==> src/rtl/freq_gate_counter_pkg.sv <==
// Shared types and constants for the gated frequency counter.
// Holds FSM encodings, BCD sizing and the double-dabble digit correction.
package freq_gate_counter_pkg;

    typedef enum logic [1:0] {
        IDLE    = 2'd0,
        GATE    = 2'd1,
        CONVERT = 2'd2,
        UPDATE  = 2'd3
    } state_e;

    localparam int DEF_BCD_MAX = 9999;
    localparam int BCD_DIGITS  = 4;
    localparam int BCD_W       = 4 * BCD_DIGITS;

    // Consecutive enabled IDLE cycles before a gate may open.
    localparam int IDLE_FLUSH  = 3;

    // Add 3 to every digit that is 5 or more, ahead of the next shift.
    function automatic logic [BCD_W-1:0] dabble_step(input logic [BCD_W-1:0] bcd);
        logic [BCD_W-1:0] r;
        r = bcd;
        for (int i = 0; i < BCD_DIGITS; i++) begin
            if (r[4*i +: 4] >= 4'd5) begin
                r[4*i +: 4] = r[4*i +: 4] + 4'd3;
            end
        end
        return r;
    endfunction

endpackage

==> src/rtl/freq_gate_counter_bin2bcd.sv <==
// Iterative double-dabble converter: one bit per clock, CNT_W clocks per result.
// start loads the operand, done pulses once when bcd_out holds the result.
module freq_gate_counter_bin2bcd
    import freq_gate_counter_pkg::*;
#(
    parameter int CNT_W = 14
) (
    input  logic             clk,
    input  logic             rst,
    input  logic             clr,
    input  logic             start,
    input  logic [CNT_W-1:0] bin_in,
    output logic             busy,
    output logic             done,
    output logic [BCD_W-1:0] bcd_out
);

    localparam int ITER_W = (CNT_W > 1) ? $clog2(CNT_W) : 1;
    localparam logic [ITER_W-1:0] ITER_LAST = ITER_W'(CNT_W - 1);

    logic [CNT_W-1:0]  bin_q, bin_d;
    logic [BCD_W-1:0]  bcd_q, bcd_d;
    logic [BCD_W-1:0]  corr;
    logic [ITER_W-1:0] iter_q, iter_d;
    logic              busy_q, busy_d;
    logic              done_q, done_d;

    // Load on start, otherwise correct-and-shift one bit while busy.
    always_comb begin
        bin_d  = bin_q;
        bcd_d  = bcd_q;
        iter_d = iter_q;
        busy_d = busy_q;
        done_d = 1'b0;
        corr   = dabble_step(bcd_q);
        if (clr) begin
            busy_d = 1'b0;
            iter_d = '0;
        end else if (start) begin
            bin_d  = bin_in;
            bcd_d  = '0;
            iter_d = '0;
            busy_d = 1'b1;
        end else if (busy_q) begin
            {bcd_d, bin_d} = {corr, bin_q} << 1;
            iter_d = iter_q + ITER_W'(1);
            if (iter_q == ITER_LAST) begin
                busy_d = 1'b0;
                done_d = 1'b1;
            end
        end
    end

    // Converter state registers.
    always_ff @(posedge clk) begin
        if (rst) begin
            bin_q  <= '0;
            bcd_q  <= '0;
            iter_q <= '0;
            busy_q <= 1'b0;
            done_q <= 1'b0;
        end else begin
            bin_q  <= bin_d;
            bcd_q  <= bcd_d;
            iter_q <= iter_d;
            busy_q <= busy_d;
            done_q <= done_d;
        end
    end

    assign busy    = busy_q;
    assign done    = done_q;
    assign bcd_out = bcd_q;

endmodule

==> src/rtl/freq_gate_counter.sv <==
// Gated frequency counter: counts Fxin rising edges over a fixed window of
// Clk cycles and publishes the count as 4-digit packed BCD.
module freq_gate_counter
    import freq_gate_counter_pkg::*;
#(
    parameter int GATE_CYCLES = 100_000_000,
    parameter int CNT_W       = 14,
    parameter int BCD_MAX     = DEF_BCD_MAX
) (
    input  logic        Clk,
    input  logic        Rst,
    input  logic        En,
    input  logic        Fxin,
    output logic [15:0] Frequency,
    output logic        Valid,
    output logic        Overflow
);

    localparam int GATE_W = (GATE_CYCLES > 1) ? $clog2(GATE_CYCLES) : 1;
    localparam int CONV_W = (CNT_W > 1) ? $clog2(CNT_W) : 1;

    localparam logic [GATE_W-1:0] GATE_LAST = GATE_W'(GATE_CYCLES - 1);
    localparam logic [CONV_W-1:0] CONV_LAST = CONV_W'(CNT_W - 1);
    localparam logic [1:0]        IDLE_LAST = 2'(IDLE_FLUSH - 1);
    localparam logic [CNT_W-1:0]  CNT_SAT   = '1;
    localparam logic [CNT_W-1:0]  CNT_CLAMP = CNT_W'(BCD_MAX);

    logic s1_q, s2_q, s3_q;
    logic rise;

    state_e             state_q, state_d;
    logic [1:0]         idle_cnt_q, idle_cnt_d;
    logic [GATE_W-1:0]  gate_cnt_q, gate_cnt_d;
    logic [CNT_W-1:0]   edge_cnt_q, edge_cnt_d;
    logic [CONV_W-1:0]  conv_cnt_q, conv_cnt_d;
    logic               meas_ovf_q, meas_ovf_d;
    logic [BCD_W-1:0]   freq_q, freq_d;
    logic               ovf_q, ovf_d;
    logic               valid_q, valid_d;

    logic [CNT_W-1:0]   edge_inc;
    logic [CNT_W-1:0]   conv_val;
    logic               conv_start;
    logic               conv_busy;
    logic               conv_done;
    logic [BCD_W-1:0]   conv_bcd;

    // Two-flop synchroniser plus delay flop for edge detection, always running.
    always_ff @(posedge Clk) begin
        if (Rst) begin
            s1_q <= 1'b0;
            s2_q <= 1'b0;
            s3_q <= 1'b0;
        end else begin
            s1_q <= Fxin;
            s2_q <= s1_q;
            s3_q <= s2_q;
        end
    end

    assign rise = s2_q & ~s3_q;

    // Next-state logic: gate timing, edge counting and result capture.
    always_comb begin
        state_d    = state_q;
        idle_cnt_d = idle_cnt_q;
        gate_cnt_d = gate_cnt_q;
        edge_cnt_d = edge_cnt_q;
        conv_cnt_d = conv_cnt_q;
        meas_ovf_d = meas_ovf_q;
        freq_d     = freq_q;
        ovf_d      = ovf_q;
        valid_d    = 1'b0;
        conv_start = 1'b0;
        edge_inc   = (rise && edge_cnt_q != CNT_SAT)
                   ? edge_cnt_q + CNT_W'(1) : edge_cnt_q;
        conv_val   = (edge_inc > CNT_CLAMP) ? CNT_CLAMP : edge_inc;
        if (!En) begin
            state_d    = IDLE;
            idle_cnt_d = '0;
        end else begin
            unique case (state_q)
                IDLE: begin
                    if (idle_cnt_q == IDLE_LAST) begin
                        state_d    = GATE;
                        idle_cnt_d = '0;
                        gate_cnt_d = '0;
                        edge_cnt_d = '0;
                    end else begin
                        idle_cnt_d = idle_cnt_q + 2'd1;
                    end
                end
                GATE: begin
                    edge_cnt_d = edge_inc;
                    if (gate_cnt_q == GATE_LAST) begin
                        state_d    = CONVERT;
                        conv_start = !conv_busy;
                        conv_cnt_d = '0;
                        meas_ovf_d = (edge_inc > CNT_CLAMP);
                    end else begin
                        gate_cnt_d = gate_cnt_q + GATE_W'(1);
                    end
                end
                CONVERT: begin
                    if (conv_cnt_q == CONV_LAST) begin
                        state_d = UPDATE;
                    end else begin
                        conv_cnt_d = conv_cnt_q + CONV_W'(1);
                    end
                end
                UPDATE: begin
                    if (conv_done) begin
                        freq_d  = conv_bcd;
                        ovf_d   = meas_ovf_q;
                        valid_d = 1'b1;
                    end
                    state_d    = GATE;
                    gate_cnt_d = '0;
                    edge_cnt_d = '0;
                end
                default: state_d = IDLE;
            endcase
        end
    end

    // FSM, counters and registered outputs.
    always_ff @(posedge Clk) begin
        if (Rst) begin
            state_q    <= IDLE;
            idle_cnt_q <= '0;
            gate_cnt_q <= '0;
            edge_cnt_q <= '0;
            conv_cnt_q <= '0;
            meas_ovf_q <= 1'b0;
            freq_q     <= '0;
            ovf_q      <= 1'b0;
            valid_q    <= 1'b0;
        end else begin
            state_q    <= state_d;
            idle_cnt_q <= idle_cnt_d;
            gate_cnt_q <= gate_cnt_d;
            edge_cnt_q <= edge_cnt_d;
            conv_cnt_q <= conv_cnt_d;
            meas_ovf_q <= meas_ovf_d;
            freq_q     <= freq_d;
            ovf_q      <= ovf_d;
            valid_q    <= valid_d;
        end
    end

    freq_gate_counter_bin2bcd #(
        .CNT_W (CNT_W)
    ) u_bin2bcd (
        .clk     (Clk),
        .rst     (Rst),
        .clr     (~En),
        .start   (conv_start),
        .bin_in  (conv_val),
        .busy    (conv_busy),
        .done    (conv_done),
        .bcd_out (conv_bcd)
    );

    assign Frequency = freq_q;
    assign Overflow  = ovf_q;
    assign Valid     = valid_q;

endmodule

==> config.mk <==
export PLATFORM = sky130hd
export DESIGN_NAME = freq_gate_counter
export DESIGN_NICKNAME = d
export VERILOG_FILES = /design/src/rtl/freq_gate_counter_pkg.sv /design/src/rtl/freq_gate_counter_bin2bcd.sv /design/src/rtl/freq_gate_counter.sv
export SDC_FILE = /design/constraint.sdc
export NUM_CORES = 1
export LEC_CHECK = 0
export CORE_MARGIN = 4
export CORE_UTILIZATION = 30
export CTS_BUF_LIST = sky130_fd_sc_hd__clkbuf_8 sky130_fd_sc_hd__clkbuf_16
export DETAILED_ROUTE_END_ITERATION = 7
export SLEW_MARGIN = 20
export SYNTH_ARGS = -nofsm -noshare
export SYNTH_HDL_FRONTEND = slang
export SYNTH_SLANG_ARGS = --single-unit
==> constraint.sdc <==
create_clock -name Clk -period 2.8 [get_ports Clk]
set_input_delay 0.42 -clock Clk [delete_from_list [all_inputs] [get_ports Clk]]
set_output_delay 0.42 -clock Clk [all_outputs]
set_load 0.02 [all_outputs]
Word-level counts from Yosys, hierarchy flattened

Index checks and enable logic that the tools add are counted.

Bits in registers: 107
Bits in latches: 0
Memory bits (writable): 0
Memory bits (read-only): 0
Input port bits: 4
Output and inout port bits: 18
Word-level logic and storage cells: 97
Memories kept: 0

Add/subtract/negate cells: 9
$mul: 0
Divide/modulo/power cells: 0
Magnitude comparators: 5
Equality and inequality tests: 13
Shift-type cells: 0
Mux-type cells: 31
Bitwise operators: 5
Reductions and logical operators: 17

Operators with widths:

| kind                  | count |
|---|---|
| $pmux 27 s3           | 1 |
| $mux 14               | 5 |
| $mux 27               | 2 |
| $pmux 14 s3           | 1 |
| $mux 16               | 2 |
| $add 27x1->27 const B | 1 |
| $eq 27x27->1 const B  | 1 |
| $mux 4                | 5 |
| $ge 4x3->1 const B    | 4 |
| $add 14x1->14 const B | 1 |
| $gt 14x14->1 const B  | 1 |
| $ne 14x14->1 const B  | 1 |
| $add 4x2->4 const B   | 3 |
| $reduce_and 3->1      | 4 |
| $ne 2x2->1 const B    | 5 |
| $add 4x1->4 const B   | 2 |
| $eq 4x4->1 const B    | 2 |
| $mux 1                | 8 |
| $mux 2                | 4 |
| $pmux 2 s4            | 1 |
| $pmux 4 s2            | 1 |
| $reduce_and 4->1      | 2 |
| $eq 2x2->1 const B    | 3 |
| $reduce_or 3->1       | 2 |
| other kinds (14)      | 18 |

Depth between registers and ports, before layout

Gate-level depths: netlist (run 1).

Word-level depth: 7
Mapped depth: 10
Mapped depth without buffers: 8

Modules after synthesis

From an unflattened synthesis (run 1), not the netlist that was laid out.

Cells, all modules: 691
Area total of the unflattened synthesis: 5,619.1 um^2

By module, submodules not included:

| module                    | times used | cells each | area an instance (um^2) | sequential area each (um^2) |
|---|---|---|---|---|
| freq_gate_counter         | 1          | 495        | 3,829.9                 | 1,421.4 |
| freq_gate_counter_bin2bcd | 1          | 196        | 1,789.2                 | 720.7 |

Worst setup path after synthesis (run 1)

OpenSTA, ideal clock, no wires.

Path type: register -> register
Start point: reg state_q[0]
End point: reg gate_cnt_q[24]
Library setup time: 0.060 ns
Arrival time: 2.222 ns
Data required time: 2.740 ns
Path slack: 0.518 ns
Cell stages (with the launch flop): 9
Buffers on the path: 1
Period minus slack after synthesis: 2.282 ns
Cells stage by stage: dfxtp_1 > inv_1 > ha_1 > a21boi_4 > o21ai_1 > or4_1 > buf_2 > or4_1 > nand2_1

Longest elaborated chain between the ends: 3
Elaborated cells between the ends (all ways): 8
Classes of those cells: 4 x eq/ne; 1 x mux; 3 x reduce/logical

Ends and longest elaborated chain:

| item                                                             | line                     | text |
|---|---|---|
| start: declaration                                               | freq_gate_counter.sv:31  | `state_e state_q, state_d;` |
| start signal: assignment                                         | freq_gate_counter.sv:139 | `state_q <= state_d;` |
| $eq 2x1->1, or another cell as far along                         | freq_gate_counter.sv:82  | `unique case (state_q)` |
| $ne 2x2->1 (no line) / $reduce_bool 3->1 (equally long branches) | n/a                      |  |
| $reduce_and 4->1 (no line)                                       | n/a                      |  |
| end signal: assignment                                           | freq_gate_counter.sv:141 | `gate_cnt_q <= gate_cnt_d;` |
| end: declaration                                                 | freq_gate_counter.sv:33  | `logic [GATE_W-1:0] gate_cnt_q, gate_cnt_d;` |

Parallel ways exist; a longest one is shown, timed or not.
A chain may end at the register's enable or synchronous reset.

Final worst setup path (run 1)

Start point: reg edge_cnt_q[6]
End point: reg u_bin2bcd.bin_q[3]

Longest elaborated chain between the ends: 6
Elaborated cells between the ends (all ways): 7
Classes of those cells: 1 x add/sub; 1 x order compare; 1 x eq/ne; 3 x mux; 1 x reduce/logical

Ends and longest elaborated chain:

| item                                                                  | line                            | text |
|---|---|---|
| start: declaration                                                    | freq_gate_counter.sv:34         | `logic [CNT_W-1:0] edge_cnt_q, edge_cnt_d;` |
| start signal: assignment                                              | freq_gate_counter.sv:142        | `edge_cnt_q <= edge_cnt_d;` |
| parallel branches: the longest is 2 deep, another holds $add 14x1->14 | n/a                             |  |
| $mux 14 *                                                             | freq_gate_counter.sv:76         | `? edge_cnt_q + CNT_W'(1) : edge_cnt_q;` |
| $gt 14x14->1                                                          | freq_gate_counter.sv:77         | `conv_val = (edge_inc > CNT_CLAMP) ? CNT_CLAMP : edge_inc;` |
| $mux 14 *                                                             | freq_gate_counter.sv:77         |  |
| $mux 14 *                                                             | freq_gate_counter_bin2bcd.sv:39 | `end else if (start) begin` |
| end signal: assignment                                                | freq_gate_counter_bin2bcd.sv:63 | `bin_q <= bin_d;` |
| end: declaration                                                      | freq_gate_counter_bin2bcd.sv:21 | `logic [CNT_W-1:0] bin_q, bin_d;` |

Mark *: on every way between the ends.

==> flow_metrics.py, run 1 <==
metrics = {
    "status": {
        "status": "finished, final reports clean",
    },
    "worst_setup_path": {
        "start_kind": "flip-flop",
        "cp.required_ns": 3.03,
        "crit_fanout": 8,
        "critPathKind": "flip-flop to flip-flop",
        "r2r_setup_slack_ns": 0.24,
        "end_kind": "flip-flop",
        "path_cells": "nand4_1, nor4_1, mux2i_1, nand2_1, a22oi_2, o21ai_0",
        "critical_path_arrival_ns": 2.79,
        "cpPeakStageDelay_ns": 0.60,
        "critical-path-slowest-cell": "nor4_1",
    },
    "timing": {
        "fmax_ghz": 0.390,
        "worst_slack_ns": 0.239,
        "period_minus_slack_ns": 2.56,
        "tightest_slew_ns": 0.740,
        "slew_headroom_pct": 50.7,
        "setup_viol": 0,
        "clock_skew_ns": 0.0125,
        "slew_viol_final": 0,
        "setup_tns_ns": 0,
        "grt_setup_unrepaired": "no",
        "hold_viol_final": 0,
        "finalCritPeriodShare_pct": 91.5,
    },
    "drt": {
        "drt_wl_total_um": 12800,
        "dr.first_iter.drc_count": 388,
        "wl_per_cell_um": 13.4,
        "first_pass_iters": 5,
        "drc_errors": 0,
        "via_per_inst": 5.17,
        "antenna_left": 0,
        "vias": 4916,
    },
    "cts": {
        "clk_pin_slew_ns": 0.07,
        "hold_buffers": 0,
        "root_buffer": "clkbuf_16",
        "clkSinkCount": 107,
        "post_cts_buffers": 0,
        "numCtsBuffers": 9,
        "clk_latency_ns": 0.37,
        "cts_max_level": 3,
        "cts_tree": "built",
        "cts_resized": 0,
        "cts_buffer_depth": 2,
    },
    "logic_synthesis": {
        "syn_inst": 702,
        "synth_enable_flop_cells": 0,
        "postSynthAreaPerCell_sq_um": 8.06,
        "syn_nets": 725,
        "synth.distinct_cells": 70,
        "synth-seq-cells": 107,
        "synth_area_sq_um": 5660,
        "synthFlopType": "dfxtp_1",
        "synthArstFlopShare_pct": 0,
        "ys_seq_area_share_pct": 37.9,
        "ys_warn_count": 0,
    },
    "grt": {
        "grt_pass1_vias": 4483,
        "grt_max_degree": 71,
        "antenna_found_initial": 0,
        "grt_pass1_wl_um": 21700,
        "overflow": 0,
        "grt.total_usage_pct": 12.1,
    },
    "power_and_ir_drop": {
        "sw_frac_of_total_pct": 24.0,
        "peakVddDrop_v": 0.000220,
        "p_int_mw": 2.16,
        "p_clk_share_pct": 43.8,
        "p_switching_uw": 682,
        "power.density_nw_per_um2": 442,
        "pwr-share-seq_pct": 53.6,
        "p_leak_nw": 2.14,
        "total_power_mw": 2.85,
        "p_comb_share_pct": 2.6,
    },
    "placed_design": {
        "dpl.hpwl_um": 8790,
        "portBuffers": 21,
        "finalWeightedCongestion": 0.858,
        "place_ws_ns": 0.186,
        "dp.cells": 935,
        "dpl_cell_area_sq_um": 6150,
    },
    "floorplanning": {
        "dieArea_sq_um": 21100,
        "rows": 49,
        "core_sq_um": 18300,
        "die_h_um": 145,
        "die_x_um": 145,
        "initial_core_util_pct": 31.0,
        "io_pins": 22,
    },
    "min_path": {
        "hold_class": "flip-flop to flip-flop",
    },
    "finish": {
        "n_antenna_cell": 0,
        "finalInstanceArea_sq_um": 6430,
        "stdcell_count": 951,
        "layout-drive-gt1-share_pct": 8.45,
        "nets": 740,
        "syn2layout_area_growth_pct": 13.8,
    },
    "run": {
        "maxCapViolations": 0,
    },
}
registers in the layout, summed over array words and instances, names as in the netlist, 2 cells and up:
name and cells:
u_bin2bcd.bcd_out 16, idle_cnt_q 2, gate_cnt_q 27, u_bin2bcd.iter_q 4, state_q 2, Frequency 16
edge_cnt_q 14, conv_cnt_q 4, u_bin2bcd.bin_q 14
layer usage:
metal	part of all wire, %	wire (um)	vias up	track usage [%]
li1	-	-	2545	-
met1	51	6560	2298	16.6
met2	44	5660	59	18.9
met3	2.9	365	14	1.81
met4	1.6	204	0	5.51
met5	0	0	-	0
cell usage in the layout (no fill, tap or decap), drive strengths merged, types with 7 or more instances in the layout:
master / synthesis / final
nor2: 69 / 69
clkbuf: 29 / 9
nor3: 22 / 22
nor3b: 7 / 7
dfxtp: 107 / 107
nand2: 83 / 83
a211oi: 7 / 7
nand2b: 15 / 15
o21ai: 23 / 23
a21o: 8 / 8
xnor2: 22 / 22
a21oi: 63 / 63
nor4: 11 / 11
ha: 19 / 19
nand4: 22 / 22
or3: 8 / 8
a22oi: 7 / 7
or4: 9 / 9
buf: 11 / 24
nand3: 34 / 34
a31oi: 18 / 18
xor2: 7 / 7
inv: 25 / 29
and3: 8 / 8
clkdlybuf4s50: 0 / 20
cells in the mapped netlist, types with 7 or more instances:
cell type / n / area share [%]
nor4_1: 10 / 1.1
xor2_1: 7 / 1.1
nor3_1: 19 / 1.7
nand4_1: 20 / 2.2
or4_1: 8 / 1.1
or3_1: 8 / 0.88
dfxtp_1: 107 / 38
buf_2: 8 / 0.71
nand2b_1: 14 / 1.5
inv_1: 25 / 1.7
a31oi_1: 18 / 2.0
clkbuf_1: 27 / 1.8
nand3_1: 34 / 3.0
nor2_1: 69 / 4.6
a21oi_1: 63 / 5.6
xnor2_1: 22 / 3.4
o21ai_0: 21 / 1.9
nand2_1: 83 / 5.5
ha_1: 19 / 4.2
and3_1: 8 / 0.88
a21o_1: 8 / 1.1
nor3b_1: 7 / 0.93
final cells by class:
type | instances | area [sq um]
Multi-Input combinational cell | 530 | 3250
Tap cell | 229 | 287
Fill cell | 1907 | 11800
Inverter | 25 | 93.8
Timing Repair Buffer | 44 | 378
Clock inverter | 7 | 62.6
Clock buffer | 9 | 225
Sequential cell | 107 | 2140
path summary, 6_finish.rpt:
| check | startpoint | endpoint | cells after the start |
|---|---|---|---|
| min reg2reg | s1_q | s2_q | 1 |
| min | s1_q | s2_q | 1 |
| max | edge_cnt_q[6] | u_bin2bcd.bin_q[3] | 6 |
| max reg2reg | edge_cnt_q[6] | u_bin2bcd.bin_q[3] | 6 |
power groups by stage:
stage	combinational [mW]	sequential, mW	clock, mW
after detailed placement	0.0735	1.56	0
after CTS	0.0739	1.53	1.30
final	0.0726	1.53	1.25
after floorplan	0.0488	1.56	0
after global placement	0.0738	1.56	0
after global routing	0.0812	1.53	1.34
stage by stage:
stage | util, % | hold slack [ns]
floorplan | - | 0.414
global placement | 33.6 | 0.430
detailed placement | 33.6 | 0.428
CTS | 35.2 | 0.449
global route | 35.2 | 0.474
finish | 35.2 | 0.442
cells by family after synthesis:
| logic type | synth area share [%] |
|---|---|
| multiplexers | 1.46 |
| AO/OA/AOI/OAI | 17.9 |
| adder cells (fa/ha/maj) | 4.20 |
| XOR/XNOR | 4.49 |
| buffers and inverters | 4.73 |
| flip-flops | 37.9 |
| AND/OR/NAND/NOR | 29.4 |
worst max-delay path, delay by kind of cell (launching register included):
kind / cells / cell delay (ns)
multiplexers: 1 / 0.42
AND/OR/NAND/NOR: 3 / 1.03
flip-flops: 1 / 0.45
AO/OA/AOI/OAI: 2 / 0.53
Note: power is estimated with default switching activity, not from simulation.
==> inputs of run 2 (changes only) <==
CORE_MARGIN = 2   (was 4)
HOLD_SLACK_MARGIN = 0.03   (was not set)
==> flow_metrics.py, run 2 (synthesis gave the netlist of run 1 again) <==
metrics = {
    "status": {
        "status": "finished, final reports clean",
    },
    "floorplanning": {
        "die_h_um": 141,
        "rows": 50,
        "initial_core_util_pct": 30.4,
        "dieArea_sq_um": 20000,
        "io_pins": 22,
        "die_x_um": 141,
        "core_sq_um": 18600,
    },
    "grt": {
        "grt_pass1_wl_um": 21500,
        "overflow": 0,
        "grt.total_usage_pct": 13.0,
        "antenna_found_initial": 0,
        "grt_pass1_vias": 4335,
        "grt_max_degree": 71,
    },
    "worst_setup_path": {
        "end_kind": "flip-flop",
        "startpoint": "edge_cnt_q[6]",
        "rr_worst_depth": 6,
        "critPathKind": "flip-flop to flip-flop",
        "critical_path_arrival_ns": 2.76,
        "critical-path-slowest-cell": "nor4_1",
        "cp.required_ns": 3.03,
        "r2r-start": "edge_cnt_q[6]",
        "start_kind": "flip-flop",
        "crit_fanout": 8,
        "cpPeakStageDelay_ns": 0.59,
        "r2r_setup_slack_ns": 0.27,
        "path_cells": "nand4_1, nor4_1, mux2i_1, nand2_1, a22oi_2, o21ai_0",
        "r2r_end": "u_bin2bcd.bin_q[1]",
    },
    "finish": {
        "largest_register_ffs": 27,
        "fill_cells": 1930,
        "nets": 741,
        "layout-drive-gt1-share_pct": 8.71,
        "mostFrequentLayoutCells": "dfxtp_1, nand2_1, nor2_1, a21oi_1, nand3_1",
        "layout.cells.most_common": "dfxtp_1",
        "largest-register": "gate_cnt_q",
        "postLayoutCoreUtil_pct": 34.9,
        "n_antenna_cell": 0,
        "syn2layout_area_growth_pct": 14.7,
    },
    "drt": {
        "antenna_left": 0,
        "drc_errors": 0,
        "dr.first_iter.drc_count": 334,
        "via_per_inst": 5.09,
        "drt_wl_total_um": 12600,
        "wl_per_cell_um": 13.2,
        "vias": 4868,
        "first_pass_iters": 4,
    },
    "timing": {
        "clock_skew_ns": 0.0135,
        "fmax_ghz": 0.395,
        "period_minus_slack_ns": 2.53,
        "slew_headroom_pct": 48.6,
        "setup_viol": 0,
        "setup_tns_ns": 0,
        "grt_setup_unrepaired": "no",
        "slew_viol_final": 0,
        "finalCritPeriodShare_pct": 90.5,
        "tightest_slew_ns": 0.772,
        "hold_viol_final": 0,
    },
    "min_path": {
        "hold_start": "s1_q",
        "hold_class": "flip-flop to flip-flop",
        "min_to": "s2_q",
        "min_path_cells": 1,
    },
    "power_and_ir_drop": {
        "power.density_nw_per_um2": 460,
        "p_leak_nw": 2.16,
        "peakVddDrop_v": 0.000235,
    },
    "cts": {
        "clk_pin_slew_ns": 0.08,
        "numCtsBuffers": 9,
        "cts_tree": "built",
        "clk_latency_ns": 0.36,
        "clkSinkCount": 107,
        "hold_buffers": 0,
        "post_cts_buffers": 0,
        "cts_resized": 0,
        "cts_max_level": 3,
        "root_buffer": "clkbuf_16",
        "cts_buffer_depth": 2,
    },
    "placed_design": {
        "finalWeightedCongestion": 0.874,
        "portBuffers": 21,
        "dpl.hpwl_um": 8750,
    },
    "run": {
        "maxCapViolations": 0,
    },
}
run 2: stage by stage:
stage | power (mW) | std cells | worst slack (ns) | cell area, sq um | hold slack [ns]
2_1_floorplan | 1.61 | 702 | 0.518 | 5660 | 0.414
3_3_place_gp | 1.64 | 941 | 0.217 | 6160 | 0.416
3_5_place_dp | 1.64 | 941 | 0.144 | 6160 | 0.429
4_1_cts | 3.03 | 957 | 0.289 | 6490 | 0.448
5_1_grt | 3.09 | 957 | 0.0662 | 6490 | 0.467
6_report | 2.99 | 957 | 0.267 | 6490 | 0.442
run 2: worst max path at each step:
stage | end | cells after the start
detailed placement | u_bin2bcd.bin_q[3] | 7
global route | u_bin2bcd.bin_q[1] | 8
global placement | u_bin2bcd.bin_q[1] | 7
finish | u_bin2bcd.bin_q[1] | 6
CTS | u_bin2bcd.bin_q[1] | 8
floorplan | gate_cnt_q[24] | 8
run 2: critical path, delay by kind of cell, from the launching register on:
kind / cells / cell delay, ns
muxes: 1 / 0.41
DFF: 1 / 0.43
and+or+nand+nor: 3 / 1.05
AOI/OAI and AO/OA: 2 / 0.51
run 2: where the power goes:
| part | switching [mW] | total (mW) | internal, mW |
|---|---|---|---|
| clock | 0.656 | 1.39 | 0.729 |
| sequential | 0.00280 | 1.53 | 1.52 |
| combinational | 0.0528 | 0.0750 | 0.0222 |
| total | 0.712 | 2.99 | 2.27 |
run 2: metal layers:
layer	wire (um)	up-vias	track usage (%)
met5	0	-	0
met4	189	0	4.68
met3	377	11	2.40
met2	5540	64	20.2
met1	6490	2238	18.2
li1	-	2555	-
run 2: final cells by class:
class / count / area [sq um] / area share, %
inverters: 25 / 93.8 / 1.45
well taps: 234 / 293 / 4.51
clock buffers: 9 / 225 / 3.47
clock inverters: 7 / 103 / 1.58
multi-input cells: 530 / 3250 / 50.0
repair buffers: 45 / 385 / 5.94
flip-flops and latches: 107 / 2140 / 33.0
==> inputs of run 3 (changes only) <==
REMOVE_ABC_BUFFERS = 1   (was not set)
==> flow_metrics.py, run 3 (synthesis gave the netlist of run 1 again) <==
metrics = {
    "cts": {
        "cts_tree": "built",
        "clk_pin_slew_ns": 0.07,
        "clkSinkCount": 107,
        "cts_max_level": 3,
        "hold_buffers": 0,
        "root_buffer": "clkbuf_16",
        "numCtsBuffers": 9,
        "post_cts_buffers": 0,
        "cts_resized": 0,
        "cts_buffer_depth": 2,
        "clk_latency_ns": 0.35,
    },
    "power_and_ir_drop": {
        "total_power_mw": 2.90,
        "p_leak_nw": 2.16,
        "peakVddDrop_v": 0.000310,
        "power.density_nw_per_um2": 447,
    },
    "worst_setup_path": {
        "critical_path_arrival_ns": 2.71,
        "r2r_end": "u_bin2bcd.bin_q[1]",
        "cp_top_family": "simple AND/OR/NAND/NOR gates",
        "start_kind": "flip-flop",
        "cp_num_cells": 6,
        "crit_fanout": 8,
        "end_kind": "flip-flop",
        "cp_num_buf_inv": 0,
        "cpPeakStageDelay_ns": 0.60,
        "path_cells": "nand4_1, nor4_1, mux2i_1, a211oi_2, a22oi_2, o21ai_0",
        "r2r-start": "edge_cnt_q[5]",
        "cp-endpoint": "u_bin2bcd.bin_q[1]",
        "rr_worst_depth": 6,
        "startpoint": "edge_cnt_q[5]",
        "critical-path-slowest-cell": "nor4_1",
        "cp.required_ns": 3.03,
        "r2r_setup_slack_ns": 0.31,
        "critPathKind": "flip-flop to flip-flop",
    },
    "drt": {
        "first_pass_iters": 4,
        "drt_wl_total_um": 12600,
        "vias": 4877,
        "drc_errors": 0,
        "wl_met1_um": 6470,
        "wl_met2_um": 5590,
        "maxUsedRoutingLayer": "met4",
        "dr.first_iter.drc_count": 351,
        "via_per_inst": 5.09,
        "wl_per_cell_um": 13.1,
        "antenna_left": 0,
        "met3_length_um": 413,
    },
    "grt": {
        "antenna_found_initial": 0,
        "overflow": 0,
        "grt.total_usage_pct": 13.0,
        "grt_pass1_vias": 4548,
        "grt_max_degree": 48,
        "grt_pass1_wl_um": 21600,
    },
    "finish": {
        "syn2layout_area_growth_pct": 14.7,
        "largest_register_ffs": 27,
        "layout-drive-gt1-share_pct": 8.56,
        "largest-register": "gate_cnt_q",
        "layout.cells.most_common": "dfxtp_1",
        "mostFrequentLayoutCells": "dfxtp_1, nand2_1, nor2_1, a21oi_1, nand3_1",
        "n_antenna_cell": 0,
        "nets": 742,
    },
    "floorplanning": {
        "core_sq_um": 18600,
        "die_h_um": 141,
        "die_x_um": 141,
        "dieArea_sq_um": 20000,
        "rows": 50,
        "io_pins": 22,
        "initial_core_util_pct": 30.4,
    },
    "timing": {
        "hold_viol_final": 0,
        "tightest_slew_ns": 0.744,
        "grt_setup_unrepaired": "no",
        "period_minus_slack_ns": 2.49,
        "finalCritPeriodShare_pct": 88.8,
        "slew_headroom_pct": 50.3,
        "clock_skew_ns": 0.0101,
        "worst_slack_ns": 0.314,
        "setup_viol": 0,
        "slew_viol_final": 0,
        "setup_tns_ns": 0,
        "holdWs_ns": 0.437,
        "fmax_ghz": 0.402,
    },
    "placed_design": {
        "finalWeightedCongestion": 0.816,
        "place_ws_ns": 0.166,
        "dpl.hpwl_um": 8920,
        "portBuffers": 21,
    },
    "run": {
        "maxCapViolations": 0,
    },
    "min_path": {
        "hold_class": "flip-flop to flip-flop",
    },
    "status": {
        "status": "finished, final reports clean",
    },
}
[run 3: metal layers]
metal  global-route usage, %  vias to the layer above
met5                       0                        -
met4                    2.68                        0
met3                    3.04                        9
met2                    21.4                       74
met1                    17.5                     2244
li1                        -                     2550
[run 3: power by group]
part / internal, mW / leakage [nW] / total, mW / switching (mW)
combinational: 0.0223 / 1.14 / 0.0745 / 0.0522
sequential: 1.52 / 0.862 / 1.53 / 0.00270
clock: 0.738 / 0.154 / 1.30 / 0.562
total: 2.28 / 2.16 / 2.90 / 0.617
[run 3: worst reg2reg max path, cell delays in order (launching register included)]
cell      delay, ns
dfxtp_1        0.47
nand4_1        0.25
nor4_1         0.60
mux2i_1        0.38
a211oi_2       0.10
a22oi_2        0.40
o21ai_0        0.15
[run 3: worst min-delay path by stage]
stage / start / end / depth (start not counted)
after global placement: s1_q / s2_q / 1
after floorplan: s1_q / s2_q / 1
after global routing: s1_q / s2_q / 1
final: s1_q / s2_q / 1
after detailed placement: s1_q / s2_q / 1
after CTS: s1_q / s2_q / 1
[run 3: metrics by stage]
| step | instances | utilization, % | cell area [sq um] |
|---|---|---|---|
| final | 958 | 34.9 | 6490 |
| after global routing | 958 | 34.9 | 6490 |
| after CTS | 958 | 34.9 | 6490 |
| after detailed placement | 942 | 33.3 | 6180 |
| after global placement | 942 | 33.3 | 6180 |
| after floorplan | 662 | - | 5480 |
[run 3: area by class of cell]
type / count / area (sq um)
clock buffers: 11 / 253
clock inverters: 5 / 53.8
fillers: 1951 / 12100
inverters: 25 / 93.8
multi-input cells: 530 / 3250
flip-flops and latches: 107 / 2140
well taps: 234 / 293
repair buffers: 46 / 405
